--- src/rtl/addsub_result_buf.sv ---
// Small FIFO that captures 4-bit adder-subtractor results with carry/borrow, overflow, zero and negative flags.
// Optional saturation of overflowing results is enabled by defining ADDSUB_SAT_EN.
module addsub_result_buf #(
    parameter int DEPTH = 2
) (
    input  logic       clk,
    input  logic       rst,
    input  logic       in_valid,
    output logic       in_ready,
    input  logic [3:0] in_a,
    input  logic [3:0] in_b,
    input  logic       in_m,
    input  logic [3:0] in_sum,
    input  logic       in_cout,
    output logic       out_valid,
    input  logic       out_ready,
    output logic [3:0] out_res,
    output logic       out_c,
    output logic       out_v,
    output logic       out_z,
    output logic       out_n,
    output logic [2:0] count,
    output logic [7:0] ovf_cnt
);

    localparam int         PW   = (DEPTH == 4) ? 2 : 1;
    localparam logic [2:0] FULL = 3'(DEPTH);

    // Entry layout: {res[3:0], c, v, z, n}
    logic [7:0]    mem_reg [DEPTH];
    logic [PW-1:0] wr_ptr_reg;
    logic [PW-1:0] rd_ptr_reg;
    logic [2:0]    count_reg;
    logic [7:0]    ovf_cnt_reg;

    logic       push;
    logic       pop;
    logic       c_next;
    logic       v_next;
    logic [3:0] res_next;
    logic [7:0] entry_next;
    logic [7:0] head;

    // Only the sign bits of the operands take part in the overflow test.
    logic unused_bits;
    assign unused_bits = ^{in_a[2:0], in_b[2:0]};

    assign in_ready  = (count_reg < FULL);
    assign out_valid = (count_reg != 3'd0);
    assign push      = in_valid && in_ready;
    assign pop       = out_valid && out_ready;

    always_comb begin
        c_next = in_cout ^ in_m;
        v_next = (in_a[3] == (in_b[3] ^ in_m)) && (in_sum[3] != in_a[3]);
`ifdef ADDSUB_SAT_EN
        if (v_next) begin
            res_next = in_a[3] ? 4'b1000 : 4'b0111;
        end else begin
            res_next = in_sum;
        end
`else
        res_next = in_sum;
`endif
        entry_next = {res_next, c_next, v_next, (res_next == 4'b0000), res_next[3]};
    end

    always_ff @(posedge clk) begin
        if (push) begin
            mem_reg[wr_ptr_reg] <= entry_next;
        end
    end

    always_ff @(posedge clk) begin
        if (rst) begin
            wr_ptr_reg  <= '0;
            rd_ptr_reg  <= '0;
            count_reg   <= 3'd0;
            ovf_cnt_reg <= 8'd0;
        end else begin
            if (push) begin
                wr_ptr_reg <= wr_ptr_reg + PW'(1);
            end
            if (pop) begin
                rd_ptr_reg <= rd_ptr_reg + PW'(1);
            end
            case ({push, pop})
                2'b10:   count_reg <= count_reg + 3'd1;
                2'b01:   count_reg <= count_reg - 3'd1;
                default: count_reg <= count_reg;
            endcase
            if (push && v_next && (ovf_cnt_reg != 8'hFF)) begin
                ovf_cnt_reg <= ovf_cnt_reg + 8'd1;
            end
        end
    end

    // Stale storage is masked so an empty buffer presents all-zero outputs.
    assign head    = out_valid ? mem_reg[rd_ptr_reg] : 8'd0;
    assign out_res = head[7:4];
    assign out_c   = head[3];
    assign out_v   = head[2];
    assign out_z   = head[1];
    assign out_n   = head[0];
    assign count   = count_reg;
    assign ovf_cnt = ovf_cnt_reg;

endmodule

--- config.mk ---
export PLATFORM = sky130hd
export DESIGN_NAME = addsub_result_buf
export DESIGN_NICKNAME = d
export VERILOG_FILES = /design/src/rtl/addsub_result_buf.sv
export SDC_FILE = /design/constraint.sdc
export NUM_CORES = 1
export LEC_CHECK = 0
export ABC_AREA = 1
export CELL_PAD_IN_SITES_DETAIL_PLACEMENT = 0
export CELL_PAD_IN_SITES_GLOBAL_PLACEMENT = 1
export CORE_MARGIN = 4
export CORE_UTILIZATION = 44
export DETAILED_ROUTE_END_ITERATION = 12
export DONT_BUFFER_PORTS = 1
export PLACE_DENSITY_LB_ADDON = 0.12
export SYNTH_ARGS = -nofsm -noshare
export SYNTH_HDL_FRONTEND = slang
export SYNTH_SLANG_ARGS = --single-unit
export TNS_END_PERCENT = 5
--- constraint.sdc ---
create_clock -name clk -period 5.9 [get_ports clk]
set_clock_uncertainty 0.15 [all_clocks]
set_input_delay 0.885 -clock clk [delete_from_list [all_inputs] [get_ports clk]]
set_output_delay 0.885 -clock clk [all_outputs]
set_load 0.05 [all_outputs]
======== Yosys cells after proc, flatten, opt, wreduce, memory -nomap -nowiden ========
Memory sizes are Yosys's and may differ from the RTL's. A register that Yosys moved wholly into a read port is not among the register bits.
Index checks and enable logic that the tools add are counted.
W data, S select, Z words.
storage, ports and cells
  register bits ........................... 13
  RAM bits ................................ 16
  input bits .............................. 18
  output and inout bits ................... 21
  memories kept ........................... 1
cells by class
  add/subtract/negate cells ............... 5
  $lt $le $gt $ge ......................... 1
  eq/ne operators ......................... 5
  mux-type cells .......................... 6
  bitwise operators ....................... 2
  reduce and logical (&&, ||, !) cells .... 8
memories
  name     words  width  rd ports  clocked after memory_dff  write ports  RTL line  RTL
  mem_reg  2      8      1         1                         1            30        logic [7:0] mem_reg [DEPTH];
operators by type and width
  cell                   count
  $add A8 B1 Y8 const B  1
  $mux W8                1
  $ne A8 B8 Y1 const B   1
  $pmux W3 S2            1
  $logic_and A1 B1 Y1    5
  $logic_not A4 Y1       1
  $mux W1                4
  $add A3 B1 Y3 const B  1
  $lt A3 B2 Y1 const B   1
  $reduce_bool A3 Y1     1
  $sub A3 B1 Y3 const B  1
  $add A1 B1 Y1 const B  2
  $eq A2 B1 Y1 const B   1
  $eq A2 B2 Y1 const B   1
  $reduce_bool A2 Y1     1
  $xor A1 B1 Y1          2
  $eq A1 B1 Y1           1
  $ne A1 B1 Y1           1

======== Logic depth before layout (Yosys ltp) ========
Gate-level depths: netlist of run 1.
  depth in word-level cells ............... 5
  depth in mapped cells ................... 11
  gate-level depth less buffers ........... 11

======== Least setup slack after synthesis of run 1 ========
OpenSTA, ideal clock, no wires.
  kind .................................... flip-flop to output port
  start ................................... reg count_reg[2] (netlist: count[2])
  end ..................................... out out_res[3]
  arrival time ............................ 2.098 ns
  data required time ...................... 4.865 ns
  slack ................................... 2.767 ns
  stages on the path, launching flop included .. 6
  path buffers ............................ 1
  cells stage by stage .................... dfxtp_1 nor2_2 nand2_2 nand2_1 inv_1 buf_4
on the way
  cells in the longest elaborated chain, start to end .. 2
RTL lines
  element                 RTL line  RTL
  start, declared         33        logic [2:0] count_reg;
  start signal, assigned  88        2'b10: count_reg <= count_reg + 3'd1;
  start signal, assigned  89        2'b01: count_reg <= count_reg - 3'd1;
  start signal, assigned  90        default: count_reg <= count_reg;
  $reduce_bool A3 Y1      49        assign out_valid = (count_reg != 3'd0);
  net out_valid           15        output logic out_valid,
  $mux W8                 99        assign head = out_valid ? mem_reg[rd_ptr_reg] : 8'd0;
  end, declared           17        output logic [3:0] out_res,
The timed path passes the listed nets, and every way through them passes these cells.

======== Worst setup path after layout of run 1 ========
  start ................................... reg count_reg[2] (netlist: count[2])
  end ..................................... out out_n
on the way
  cells in the longest elaborated chain, start to end .. 2
RTL lines
  element             RTL line  RTL
  $reduce_bool A3 Y1  49
  net out_valid       15
  $mux W8             99
  end, declared       21        output logic out_n,
The timed path passes the listed nets, and every way through them passes these cells.

==> summary.txt, run 1 <==
PLACEMENT
--------------------------------------------------------------------------------------------------
Final estimated routing congestion in global placement                                      0.7326
Count of input and output buffers                                                                0
Post-detailed-placement half-perimeter wirelength                                         1.875 mm

FLOORPLANNING
--------------------------------------------------------------------------------------------------
Number of rows in the core area                                                                 20
Width of the die                                                                          63.88 um
Die Height                                                                                63.88 um
Placeable Area                                                                           3028 um^2
Top-Level Pins                                                                                  39
Die Footprint                                                                            4080 um^2
Initial core utilization                                                                    45.37%

POWER AND IR DROP
--------------------------------------------------------------------------------------------------
Psw                                                                                    0.0003809 W
Switching part of the total                                                                 53.55%
Internal power consumption                                                             0.0003304 W
Sequential share of power                                                                    42.5%
Comb power frac                                                                              46.5%
Power density relative to cell area                                                   493.9 nW/um^2
Pleak                                                                                    0.6010 nW
Total Power                                                                            0.0007112 W
Share of power burned in the clock network                                                   10.9%
Worst ir drop on vdd                                                                     0.3405 mV

YOSYS
--------------------------------------------------------------------------------------------------
Synth async-reset ratio                                                                         0%
Netlist area before placement                                                            1374 um^2
Cells after Synth                                                                              155
Most frequently used flop master after synthesis                                      sky130_fd_sc_hd__edfxtp_1
Post-synthesis sequential element count                                                         28
Count of yosys warnings during synthesis                                                         0
Syn_area_per_cell                                                                       8.863 um^2
Post-synth EDFFs                                                                                14
Count of cell types in the netlist                                                              25
Net count after synthesis                                                                      176
Share of the yosys chip area belonging to registers                                         51.00%

CLOCK NETWORK
--------------------------------------------------------------------------------------------------
Cts repair resizes                                                                               0
Clock transition time at the flip-flop clock pins of the worst setup and hold paths        0.14 ns
Cts hold-fix bufs                                                                                0
Root Buffer Master                                                                    sky130_fd_sc_hd__clkbuf_4
Number of buffers created by CTS                                                                 3
Buffer depth of the longest clock path                                                           2
Clk Latency, worst-skew pair                                                               0.31 ns
CTS tree                                                                                      done
Maximum level of the CTS H-tree                                                                  1
Number of clock sinks                                                                           28
Post-CTS repair timing setup buffer count                                                        0

GLOBAL ROUTING
--------------------------------------------------------------------------------------------------
Pin count of the biggest net entering global routing                                            16
Antenna violations before repair                                                                 0
Number of global-route vias before repair                                                      966
Global-route wire length before repair                                                    4.347 mm
Global Route Usage Sum                                                                      13.26%
Residual overflow from global routing                                                            0

ROUTING
--------------------------------------------------------------------------------------------------
Detailed-routing iteration count for the pre-antenna-repair pass                                 4
Total DRC errors in the routed layout                                                            0
Detail-routed net length per standard cell                                                12.25 um
Via/cell ratio                                                                               4.685
Routed via count                                                                               937
Drt initial violations                                                                          30
Routed Antenna Nets                                                                              0
Total detailed-routing wirelength                                                         2.449 mm

STA
--------------------------------------------------------------------------------------------------
Fin crit period                                                                           3.493 ns
Max Transition Viols Final                                                                       0
Setup repair after global routing missed its margin                                          false
Final hold violations                                                                            0
Peak clock frequency supported by timing                                                 286.3 MHz
Endpoints failing setup                                                                          0
Sum Neg Setup Slack                                                                           0 ns
Measured slew at the worst slew-check pin                                                0.8256 ns
Post-route fraction of the period consumed by the critical path                             59.20%
Worst slew margin relative to its limit                                                     44.90%

CELLS AND AREA
--------------------------------------------------------------------------------------------------
Filler cell count in the final layout                                                          299
Area of the multi-input gates                                                           564.3 um^2
Leading cell types in the layout, fill and taps excluded                              sky130_fd_sc_hd__nand2_1, sky130_fd_sc_hd__inv_1, sky130_fd_sc_hd__a21oi_1, sky130_fd_sc_hd__dfxtp_1, sky130_fd_sc_hd__edfxtp_1
Share of cells above drive strength 1                                                       10.90%
Leading cell type in the layout, fill and taps excluded                               sky130_fd_sc_hd__nand2_1
Layout overhead on the synthesized area                                                     4.827%
Final net count                                                                                178
Inserted Diodes                                                                                  0
Max FFs per register                                                                            14
Total area of sequential cells                                                          700.7 um^2

CRITICAL PATH
--------------------------------------------------------------------------------------------------
CP Max Fanout                                                                                    9
Classification of the worst setup path                                                  reg -> out
Kind of capture point of the worst setup path                                          output port
Crit path DAT                                                                              2.46 ns
WP data required                                                                           4.87 ns
Category of the worst setup path launch point                                                 flop

FLOW RUN
--------------------------------------------------------------------------------------------------
Count of max-cap constraint violations                                                           0

RUN STATUS
--------------------------------------------------------------------------------------------------
Run status                                                                            finished clean

WORST HOLD PATH
--------------------------------------------------------------------------------------------------
HP Class                                                                                reg -> reg

## cells in the mapped netlist, types with 2 or more instances
master / instances / area, um^2
sky130_fd_sc_hd__mux2_2: 7 / 78.83
sky130_fd_sc_hd__nand3_1: 10 / 50.05
sky130_fd_sc_hd__nand2_2: 2 / 12.51
sky130_fd_sc_hd__edfxtp_1: 14 / 420.4
sky130_fd_sc_hd__nand4_1: 2 / 12.51
sky130_fd_sc_hd__xor2_1: 2 / 17.52
sky130_fd_sc_hd__dfxtp_1: 14 / 280.3
sky130_fd_sc_hd__clkbuf_1: 2 / 7.510
sky130_fd_sc_hd__ha_1: 2 / 25.02
sky130_fd_sc_hd__a21oi_1: 14 / 70.07
sky130_fd_sc_hd__nand2_1: 35 / 131.4
sky130_fd_sc_hd__nor2_1: 9 / 33.78
sky130_fd_sc_hd__inv_1: 25 / 93.84
sky130_fd_sc_hd__o21ai_0: 6 / 30.03
## per-stage QoR
step | util, % | hold WS [ns] | cells | instance area, um^2 | setup WS (ns)
after floorplan | - | 0.2755 | 155 | 1374 | 2.767
after global placement | 46.69 | 0.2863 | 196 | 1414 | 2.736
after detailed placement | 46.69 | 0.2970 | 196 | 1414 | 2.738
after CTS | 47.56 | 0.3307 | 200 | 1440 | 2.356
after global routing | 47.56 | 0.3679 | 200 | 1440 | 2.250
final | 47.56 | 0.3307 | 200 | 1440 | 2.407
## layout make-up
class | instances | share of cell area, %
Multi-Input combinational cell | 99 | 39.18
Tap cell | 44 | 3.823
Clock buffer | 3 | 1.564
Inverter | 25 | 6.516
Sequential cell | 28 | 48.65
Clock inverter | 1 | 0.2606
## per-layer routing
layer / vias up / share of wire, % / GRT usage, %
li1: 507 / - / -
met1: 405 / 42 / 15.58
met2: 23 / 49 / 22.97
met3: 2 / 8.1 / 4.569
met4: 0 / 0.61 / 3.235
met5: - / 0 / 0
## critical path, stage by stage (launching register included)
cell                      delay (ns)
sky130_fd_sc_hd__dfxtp_1        0.51
sky130_fd_sc_hd__nor2_2         0.61
sky130_fd_sc_hd__nand2_2        0.45
sky130_fd_sc_hd__nand2_1        0.18
sky130_fd_sc_hd__inv_1          0.39
## final timing paths
kind                                  from        to  slack [ns]  cells after the start
worst max-delay path              count[2]     out_n        2.41                      4
worst min-delay path            rd_ptr_reg      flop        0.33                      1
worst max register to register    count[2]  count[1]        2.94                     10
worst min register to register  rd_ptr_reg      flop        0.33                      1
## power by group through the flow
stage               clock [W]  sequential (W)  combinational (W)
finish              0.0000777        0.000302           0.000331
global route        0.0000914        0.000309           0.000363
CTS                 0.0000822        0.000304           0.000337
detailed placement          0        0.000309           0.000336
global placement            0        0.000307           0.000331
floorplan                   0        0.000297           0.000313
## cell families (layout without fill, tap and decap cells)
kind of cell | count (synthesis) | in the layout | synth area share (%)
fa+ha+maj | 3 | 3 | 3.278
xor+xnor | 3 | 3 | 1.913
mux | 7 | 7 | 5.738
buf+inv | 28 | 29 | 7.924
compound gates | 21 | 21 | 7.924
flops | 28 | 28 | 51.00
simple gates | 65 | 65 | 22.22
Note: power is estimated with default switching activity, not from simulation.
==> run 2: changes to the inputs <==
--- a/config.mk
+++ b/config.mk
@@ -9,7 +9,7 @@
 export CELL_PAD_IN_SITES_DETAIL_PLACEMENT = 0
 export CELL_PAD_IN_SITES_GLOBAL_PLACEMENT = 1
 export CORE_MARGIN = 4
-export CORE_UTILIZATION = 44
+export CORE_UTILIZATION = 40
 export DETAILED_ROUTE_END_ITERATION = 12
 export DONT_BUFFER_PORTS = 1
 export PLACE_DENSITY_LB_ADDON = 0.12
==> constraint.sdc (replaced) <==
create_clock -name clk -period 2.9 [get_ports clk]
set_clock_uncertainty 0.15 [all_clocks]
set_input_delay 0.435 -clock clk [delete_from_list [all_inputs] [get_ports clk]]
set_output_delay 0.435 -clock clk [all_outputs]
set_load 0.05 [all_outputs]
==> run 2 against run 1 <==
Against the previous run: global-route usage rose by 0.12 points; final cell count is 7.5% higher; hold slack lost 0.29 ns; cell area up 9.1%; clock power rose to 3.3 times the previous value; critical path depth up 3; via count increased by 12%; sequential cell count stayed put; clock-buffer cell count stayed put; critical endpoint is now out_res[3]; sequential share of layout area decreased by 4.1 points; highest routed layer unchanged; largest cell class unchanged.
==> summary.txt, run 2 (synthesized netlist as in run 1, its figures left out) <==
CRITICAL PATH
--------------------------------------------------------------------------------------------------
Most common cell type on the critical path                                            sky130_fd_sc_hd__buf_4
Worst path bufs/invs                                                                             4   +3
FF-to-FF End                                                                              count[2]
CP Max Fanout                                                                                    8   -1
Gate family responsible for the most delay along the worst path                       buffers and inverters
Crit path DAT                                                                              1.68 ns   -0.78 ns
R2R depth                                                                                       12   +2
WP data required                                                                           2.32 ns   -2.55 ns
Critical path's largest stage delay                                                        0.34 ns   -0.27 ns
Kind of capture point of the worst setup path                                          output port
Critical R2R Launch                                                                       count[2]
Internal reg-to-reg setup slack                                                            0.70 ns   -2.24 ns
Category of the worst setup path launch point                                                 flop
Slowest stage cell on the critical path                                               sky130_fd_sc_hd__dfxtp_1
Classification of the worst setup path                                                  reg -> out
Crit path cell chain                                                                  buf_4, nor2_2, nand2_2, buf_4, nand2_1, inv_1, buf_4

FLOORPLANNING
--------------------------------------------------------------------------------------------------
Die Height                                                                                66.61 um   +4.3%
Placeable Area                                                                           3337 um^2   +10%
Die Footprint                                                                            4436 um^2   +8.7%
Width of the die                                                                          66.61 um   +4.3%
Top-Level Pins                                                                                  39   unchanged
Number of rows in the core area                                                                 21   +5.0%
Initial core utilization                                                                    41.17%   -4.2 points

CLOCK NETWORK
--------------------------------------------------------------------------------------------------
Clk Latency, worst-skew pair                                                               0.32 ns   about the same
Cts repair resizes                                                                               0   unchanged
Buffer depth of the longest clock path                                                           2   unchanged
Number of clock sinks                                                                           28   unchanged
CTS tree                                                                                      done
Post-CTS repair timing setup buffer count                                                        0   unchanged
Clock transition time at the flip-flop clock pins of the worst setup and hold paths        0.15 ns   about the same
Maximum level of the CTS H-tree                                                                  1   unchanged
Cts hold-fix bufs                                                                                1   +1
Number of buffers created by CTS                                                                 3   unchanged
Root Buffer Master                                                                    sky130_fd_sc_hd__clkbuf_4

POWER AND IR DROP
--------------------------------------------------------------------------------------------------
Internal power consumption                                                             0.0008281 W   +150%
Psw                                                                                    0.0007989 W   +110%
Comb power frac                                                                              51.7%   +5.2 points
Total Power                                                                             0.001627 W   +130%
Sequential share of power                                                                    32.7%   -9.8 points
Switching part of the total                                                                 49.11%   -4.4 points
Pleak                                                                                    0.6795 nW   +13%
Power density relative to cell area                                                   1035 nW/um^2   +110%
Share of power burned in the clock network                                                   15.6%   +4.7 points
Worst ir drop on vdd                                                                     0.3079 mV   -9.6%

STA
--------------------------------------------------------------------------------------------------
Worst slew margin relative to its limit                                                     56.37%   +11 points
Sum Neg Setup Slack                                                                           0 ns   unchanged
Peak clock frequency supported by timing                                                 440.7 MHz
Max Transition Viols Final                                                                       0   unchanged
Measured slew at the worst slew-check pin                                                0.6535 ns   -0.1721 ns
Final hold violations                                                                            0   unchanged
Setup repair after global routing missed its margin                                          false
Hold WS                                                                                 0.04263 ns   -0.2881 ns
Post-route fraction of the period consumed by the critical path                             78.25%
Endpoints failing setup                                                                          0   unchanged
Fin crit period                                                                           2.269 ns

CELLS AND AREA
--------------------------------------------------------------------------------------------------
Final cell area excluding filler cells                                                   1572 um^2   +9.1%
Leading cell type in the layout, fill and taps excluded                               sky130_fd_sc_hd__nand2_1
Inserted Diodes                                                                                  0   unchanged
Max FFs per register                                                                            14   unchanged
Leading cell types in the layout, fill and taps excluded                              sky130_fd_sc_hd__nand2_1, sky130_fd_sc_hd__inv_1, sky130_fd_sc_hd__a21oi_1, sky130_fd_sc_hd__dfxtp_1, sky130_fd_sc_hd__edfxtp_1
Layout overhead on the synthesized area                                                     14.39%
Share of cells above drive strength 1                                                       17.16%   +6.3 points
Final core area utilization                                                                 47.09%   -0.47 points
Final net count                                                                                191   +7.3%

PLACEMENT
--------------------------------------------------------------------------------------------------
Count of input and output buffers                                                                0   unchanged
Post-detailed-placement half-perimeter wirelength                                         2.020 mm   +7.7%
Final estimated routing congestion in global placement                                      0.7281   -0.61%
Cell area after placement                                                                1499 um^2   +6.0%

ROUTING
--------------------------------------------------------------------------------------------------
Via/cell ratio                                                                               4.879   +4.1%
Total detailed-routing wirelength                                                         2.738 mm   +12%
Routed via count                                                                              1049   +12%
Detailed-routing iteration count for the pre-antenna-repair pass                                 6   +2
Routed Antenna Nets                                                                              0   unchanged
Detail-routed net length per standard cell                                                12.73 um   +4.0%
Drt initial violations                                                                          51   +70%
Total DRC errors in the routed layout                                                            0   unchanged

GLOBAL ROUTING
--------------------------------------------------------------------------------------------------
Number of global-route vias before repair                                                     1016   +5.2%
Residual overflow from global routing                                                            0   unchanged
Global Route Usage Sum                                                                      13.38%   +0.12 points
Global-route wire length before repair                                                    4.505 mm   +3.6%
Pin count of the biggest net entering global routing                                            17   +1
Antenna violations before repair                                                                 0   unchanged

FLOW RUN
--------------------------------------------------------------------------------------------------
Count of max-cap constraint violations                                                           0   unchanged

WORST HOLD PATH
--------------------------------------------------------------------------------------------------
Capture endpoint of the worst hold path                                               mem_reg[0][5]
HP Class                                                                                 in -> reg
Depth of the worst hold-timing path                                                              0   -1
Hold Startpoint                                                                          in_sum[1]

RUN STATUS
--------------------------------------------------------------------------------------------------
Run status                                                                            finished clean

-- run 2: cell count changes in the layout (fill, tap and decap cells not counted), sizes merged --
cell         delta
buf            +11
dlygate4sd3     +2
bufinv          +1
clkinv          -1
-- run 2: metal layers --
layer	global-route usage [%]	wire [um]
met2	25.74	1524
met3	3.541	161
met5	0	0
met1	13.68	1032
met4	4.569	19
-- run 2: through the flow --
step	cells	setup slack, ns
after floorplan	155	0.1556
after global placement	209	0.8074
after detailed placement	209	0.7579
after CTS	214	0.6061
after global routing	215	0.4887
final	215	0.6306
-- run 2: power by group through the flow --
stage               Sequential [W]  Combinational (W)  Clock (W)
floorplan                 0.000605           0.000637          0
global placement          0.000538           0.000837          0
detailed placement        0.000543           0.000845          0
CTS                       0.000534           0.000850   0.000264
global route              0.000541           0.000915   0.000280
finish                    0.000532           0.000841   0.000254
-- run 2: how the worst max path moves through the flow --
stage / from / to / cells after the start
3_3_place_gp: count[2] / count[2] / 12
5_1_grt: count[1] / out_res[3] / 7
2_1_floorplan: count[2] / count[1] / 10
4_1_cts: count[1] / out_c / 6
3_5_place_dp: count[1] / count[2] / 12
6_report: count[2] / out_res[3] / 7
-- run 2: cell type report --
| type | instances | area (um^2) |
|---|---|---|
| multi-input cells | 99 | 564.3 |
| flip-flops and latches | 28 | 700.7 |
| fillers | 352 | 1765 |
| clock inverters | 1 | 30.03 |
| inverters | 25 | 93.84 |
| clock buffers | 3 | 22.52 |
| well taps | 46 | 57.56 |
| repair buffers | 13 | 102.6 |
==> run 3: changes to the inputs <==
--- a/config.mk
+++ b/config.mk
@@ -5,11 +5,11 @@
 export SDC_FILE = /design/constraint.sdc
 export NUM_CORES = 1
 export LEC_CHECK = 0
-export ABC_AREA = 1
+export ABC_AREA = 0
 export CELL_PAD_IN_SITES_DETAIL_PLACEMENT = 0
 export CELL_PAD_IN_SITES_GLOBAL_PLACEMENT = 1
 export CORE_MARGIN = 4
-export CORE_UTILIZATION = 40
+export CORE_UTILIZATION = 42
 export DETAILED_ROUTE_END_ITERATION = 12
 export DONT_BUFFER_PORTS = 1
 export PLACE_DENSITY_LB_ADDON = 0.12
==> constraint.sdc (replaced) <==
create_clock -name clk -period 1.9 [get_ports clk]
set_clock_uncertainty 0.15 [all_clocks]
set_input_delay 0.285 -clock clk [delete_from_list [all_inputs] [get_ports clk]]
set_output_delay 0.285 -clock clk [all_outputs]
set_load 0.05 [all_outputs]
==> run 3 against run 2 <==
Against the previous run: the flow now finishes with violations (negative hold slack, negative setup slack); utilization grew 11 points; synthesized cell count shrank 26%; first-iteration DRC count shrank 53%; register-to-register slack lost 0.76 ns; combinational power grew 58%; critical path type is now reg -> reg; largest cell class unchanged.
==> summary.txt, run 3 <==
RUN STATUS
--------------------------------------------------------------------------------------------------
Run status                                                                            finished with violations
Failing checks                                                                        negative hold slack, negative setup slack

YOSYS
--------------------------------------------------------------------------------------------------
Post-synth EDFFs                                                                                14   unchanged
Largest area contributor in the netlist                                               sky130_fd_sc_hd__edfxtp_1
Netlist area before placement                                                            1279 um^2   -6.9%
Cell types occupying the most area after synthesis                                    sky130_fd_sc_hd__edfxtp_1, sky130_fd_sc_hd__dfxtp_1, sky130_fd_sc_hd__mux2i_1
Proportion of netlist area held by the largest area contributor                             32.88%   +2.3 points
Most used standard cell by instance count after synthesis                             sky130_fd_sc_hd__nor2_1
Net count after synthesis                                                                      136   -23%
Post-synthesis sequential element count                                                         28   unchanged
Share of the yosys chip area belonging to registers                                         54.79%   +3.8 points
Most common library cells after synthesis                                             sky130_fd_sc_hd__nor2_1, sky130_fd_sc_hd__dfxtp_1, sky130_fd_sc_hd__edfxtp_1
Count of yosys warnings during synthesis                                                         0   unchanged
Synth async-reset ratio                                                                         0%   unchanged
Count of cell types in the netlist                                                              33   +32%
Cells after Synth                                                                              115   -26%
Most frequently used flop master after synthesis                                      sky130_fd_sc_hd__edfxtp_1
Syn_area_per_cell                                                                       11.12 um^2   +25%

CRITICAL PATH
--------------------------------------------------------------------------------------------------
Classification of the worst setup path                                                  reg -> reg
Crit path DAT                                                                              2.07 ns   +0.39 ns
Critical R2R Launch                                                                       count[1]
WP data required                                                                           2.01 ns   -0.31 ns
CP Max Fanout                                                                                    4   -4
Start point of the critical path                                                          count[1]
Category of the worst setup path launch point                                                 flop
Kind of capture point of the worst setup path                                                 flop

CELLS AND AREA
--------------------------------------------------------------------------------------------------
Layout overhead on the synthesized area                                                     29.45%
Number of standard cells in the final layout excluding fillers                                 178   -17%
Final cell area excluding filler cells                                                   1655 um^2   +5.3%
Filler cell count in the final layout                                                          246   -30%
Leading cell type in the layout, fill and taps excluded                               sky130_fd_sc_hd__buf_4
Max FFs per register                                                                            14   unchanged
Share of cells above drive strength 1                                                       29.25%   +12 points
Final net count                                                                                169   -12%
Leading cell types in the layout, fill and taps excluded                              sky130_fd_sc_hd__buf_4, sky130_fd_sc_hd__nor2_1, sky130_fd_sc_hd__edfxtp_1
Inserted Diodes                                                                                  0   unchanged

ROUTING
--------------------------------------------------------------------------------------------------
Detail-routed net length per standard cell                                                13.88 um   +9.0%
Routed Antenna Nets                                                                              0   unchanged
Total DRC errors in the routed layout                                                            0   unchanged
Drt initial violations                                                                          24   -53%
Total detailed-routing wirelength                                                         2.470 mm   -9.8%
Via/cell ratio                                                                               5.433   +11%
Routed via count                                                                               967   -7.8%
Detailed-routing iteration count for the pre-antenna-repair pass                                 4   -2

POWER AND IR DROP
--------------------------------------------------------------------------------------------------
Sequential share of power                                                                    34.1%   +1.4 points
Total Power                                                                             0.002588 W   +59%
Power density relative to cell area                                                   1564 nW/um^2   +51%
Comb power frac                                                                              51.2%   -0.5 points
Worst ir drop on vdd                                                                     0.6887 mV   +120%
Share of power burned in the clock network                                                   14.7%   -0.9 points
Pleak                                                                                    0.6219 nW   -8.5%
Psw                                                                                     0.001095 W   +37%
Internal power consumption                                                              0.001493 W   +80%
Switching part of the total                                                                 42.31%   -6.8 points

STA
--------------------------------------------------------------------------------------------------
Peak clock frequency supported by timing                                                 508.9 MHz
Worst-case setup margin in the final layout                                            -0.06490 ns   -0.6955 ns
Max Transition Viols Final                                                                       0   unchanged
Hold WS                                                                                 -0.1461 ns   -0.1887 ns
Setup repair after global routing missed its margin                                           true
Measured slew at the worst slew-check pin                                                0.5530 ns   -0.1005 ns
Fin crit period                                                                           1.965 ns
Sum Neg Setup Slack                                                                    -0.06490 ns   -0.06490 ns
Post-route fraction of the period consumed by the critical path                             103.4%
Endpoints failing setup                                                                          1   +1
Final hold violations                                                                           11   +11
Worst slew margin relative to its limit                                                     62.89%   +6.5 points

CLOCK NETWORK
--------------------------------------------------------------------------------------------------
Maximum level of the CTS H-tree                                                                  1   unchanged
Buffer depth of the longest clock path                                                           2   unchanged
Clock transition time at the flip-flop clock pins of the worst setup and hold paths        0.14 ns   about the same
Post-CTS repair timing setup buffer count                                                        0   unchanged
Number of clock sinks                                                                           28   unchanged
Root Buffer Master                                                                    sky130_fd_sc_hd__clkbuf_4
CTS tree                                                                                      done
Cts hold-fix bufs                                                                                7   +6
Clk Latency, worst-skew pair                                                               0.32 ns   about the same
Number of buffers created by CTS                                                                 3   unchanged

FLOORPLANNING
--------------------------------------------------------------------------------------------------
Initial core utilization                                                                    45.20%   +4.0 points
Top-Level Pins                                                                                  39   unchanged
Die Footprint                                                                            3991 um^2   -10%
Die Height                                                                                63.18 um   -5.1%
Width of the die                                                                          63.18 um   -5.1%
Number of rows in the core area                                                                 19   -9.5%
Placeable Area                                                                           2829 um^2   -15%

GLOBAL ROUTING
--------------------------------------------------------------------------------------------------
Antenna violations before repair                                                                 0   unchanged
Pin count of the biggest net entering global routing                                            18   +1
Residual overflow from global routing                                                            0   unchanged
Number of global-route vias before repair                                                      909   -11%
Global Route Usage Sum                                                                      12.46%   -0.92 points
Global-route wire length before repair                                                    4.015 mm   -11%

PLACEMENT
--------------------------------------------------------------------------------------------------
Cell area after placement                                                                1531 um^2   +2.2%
Count of input and output buffers                                                                0   unchanged
Post-detailed-placement half-perimeter wirelength                                         1.838 mm   -9.0%
Final estimated routing congestion in global placement                                      0.7531   +3.4%
Dpl cells                                                                                      167   -20%

WORST HOLD PATH
--------------------------------------------------------------------------------------------------
HP Class                                                                                 in -> reg
Hold Startpoint                                                                                rst

FLOW RUN
--------------------------------------------------------------------------------------------------
Count of max-cap constraint violations                                                           0   unchanged

-- run 3: cells by family (layout without fill, tap and decap cells) --
kind of cell	Yosys count	count (layout)	share of synthesized area [%]
XOR/XNOR	6	6	4.110
adder cells (fa/ha/maj)	3	3	3.522
AO/OA/AOI/OAI	21	21	9.394
flip-flops	28	28	54.79
multiplexers	8	8	6.653
buffers and inverters	11	43	4.110
AND/OR/NAND/NOR	38	38	17.42
-- run 3: layer usage --
layer	vias to the layer above	track usage, %	wire length [um]	part of all wire, %
li1	481	-	-	-
met1	461	15.04	1047	42
met2	23	21.48	1269	51
met3	2	2.842	140	5.7
met4	0	4.852	12	0.49
met5	-	0	0	0
-- run 3: timing repair --
action,4_1_cts,5_1_grt
endpoints found under the hold margin,24,11
pin swaps,3,0
gates resized for setup,1,0
gates cloned,0,0
endpoints found under the setup margin,4,4
-- run 3: stage by stage --
step	util [%]	setup WS, ns
2_1_floorplan	-	-0.2684
3_3_place_gp	54.14	-0.006738
4_1_cts	58.51	-0.07294
5_1_grt	58.51	-0.1185
3_5_place_dp	54.14	-0.04755
6_report	58.51	-0.06490
-- run 3: path summary, 6_finish.rpt --
path / end / slack, ns / depth (start not counted)
worst min register to register: ovf_cnt[4] / 0.35 / 2
worst max-delay path: count[2] / -0.06 / 9
worst max register to register: count[2] / -0.06 / 9
worst min-delay path: count[2] / -0.15 / 1
-- run 3: power groups by stage --
stage               Sequential [W]  Combinational [W]  Clock (W)
floorplan                 0.000943           0.000875          0
global placement          0.000886            0.00127          0
detailed placement        0.000896            0.00129          0
CTS                       0.000884            0.00134   0.000394
global route              0.000895            0.00141   0.000412
finish                    0.000882            0.00133   0.000381
-- run 3: area by class of cell --
cell class              instances  area (um^2)  share of cell area (%)
repair buffers                 32        270.3                   16.33
clock buffers                   3        22.52                   1.361
clock inverters                 1        30.03                   1.814
flip-flops and latches         28        713.2                   43.08
well taps                      31        38.79                   2.343
multi-input cells              76        551.8                   33.33
inverters                       7        28.78                   1.738
-- run 3: worst max-delay path: stages (launching register included) --
cell	delay, ns
sky130_fd_sc_hd__dfxtp_4	0.41
sky130_fd_sc_hd__nor3_4	0.06
sky130_fd_sc_hd__inv_4	0.04
sky130_fd_sc_hd__and2_4	0.15
sky130_fd_sc_hd__ha_4	0.13
sky130_fd_sc_hd__inv_2	0.03
sky130_fd_sc_hd__fa_2	0.33
sky130_fd_sc_hd__xor2_1	0.16
sky130_fd_sc_hd__or3_1	0.30
sky130_fd_sc_hd__a21oi_1	0.14
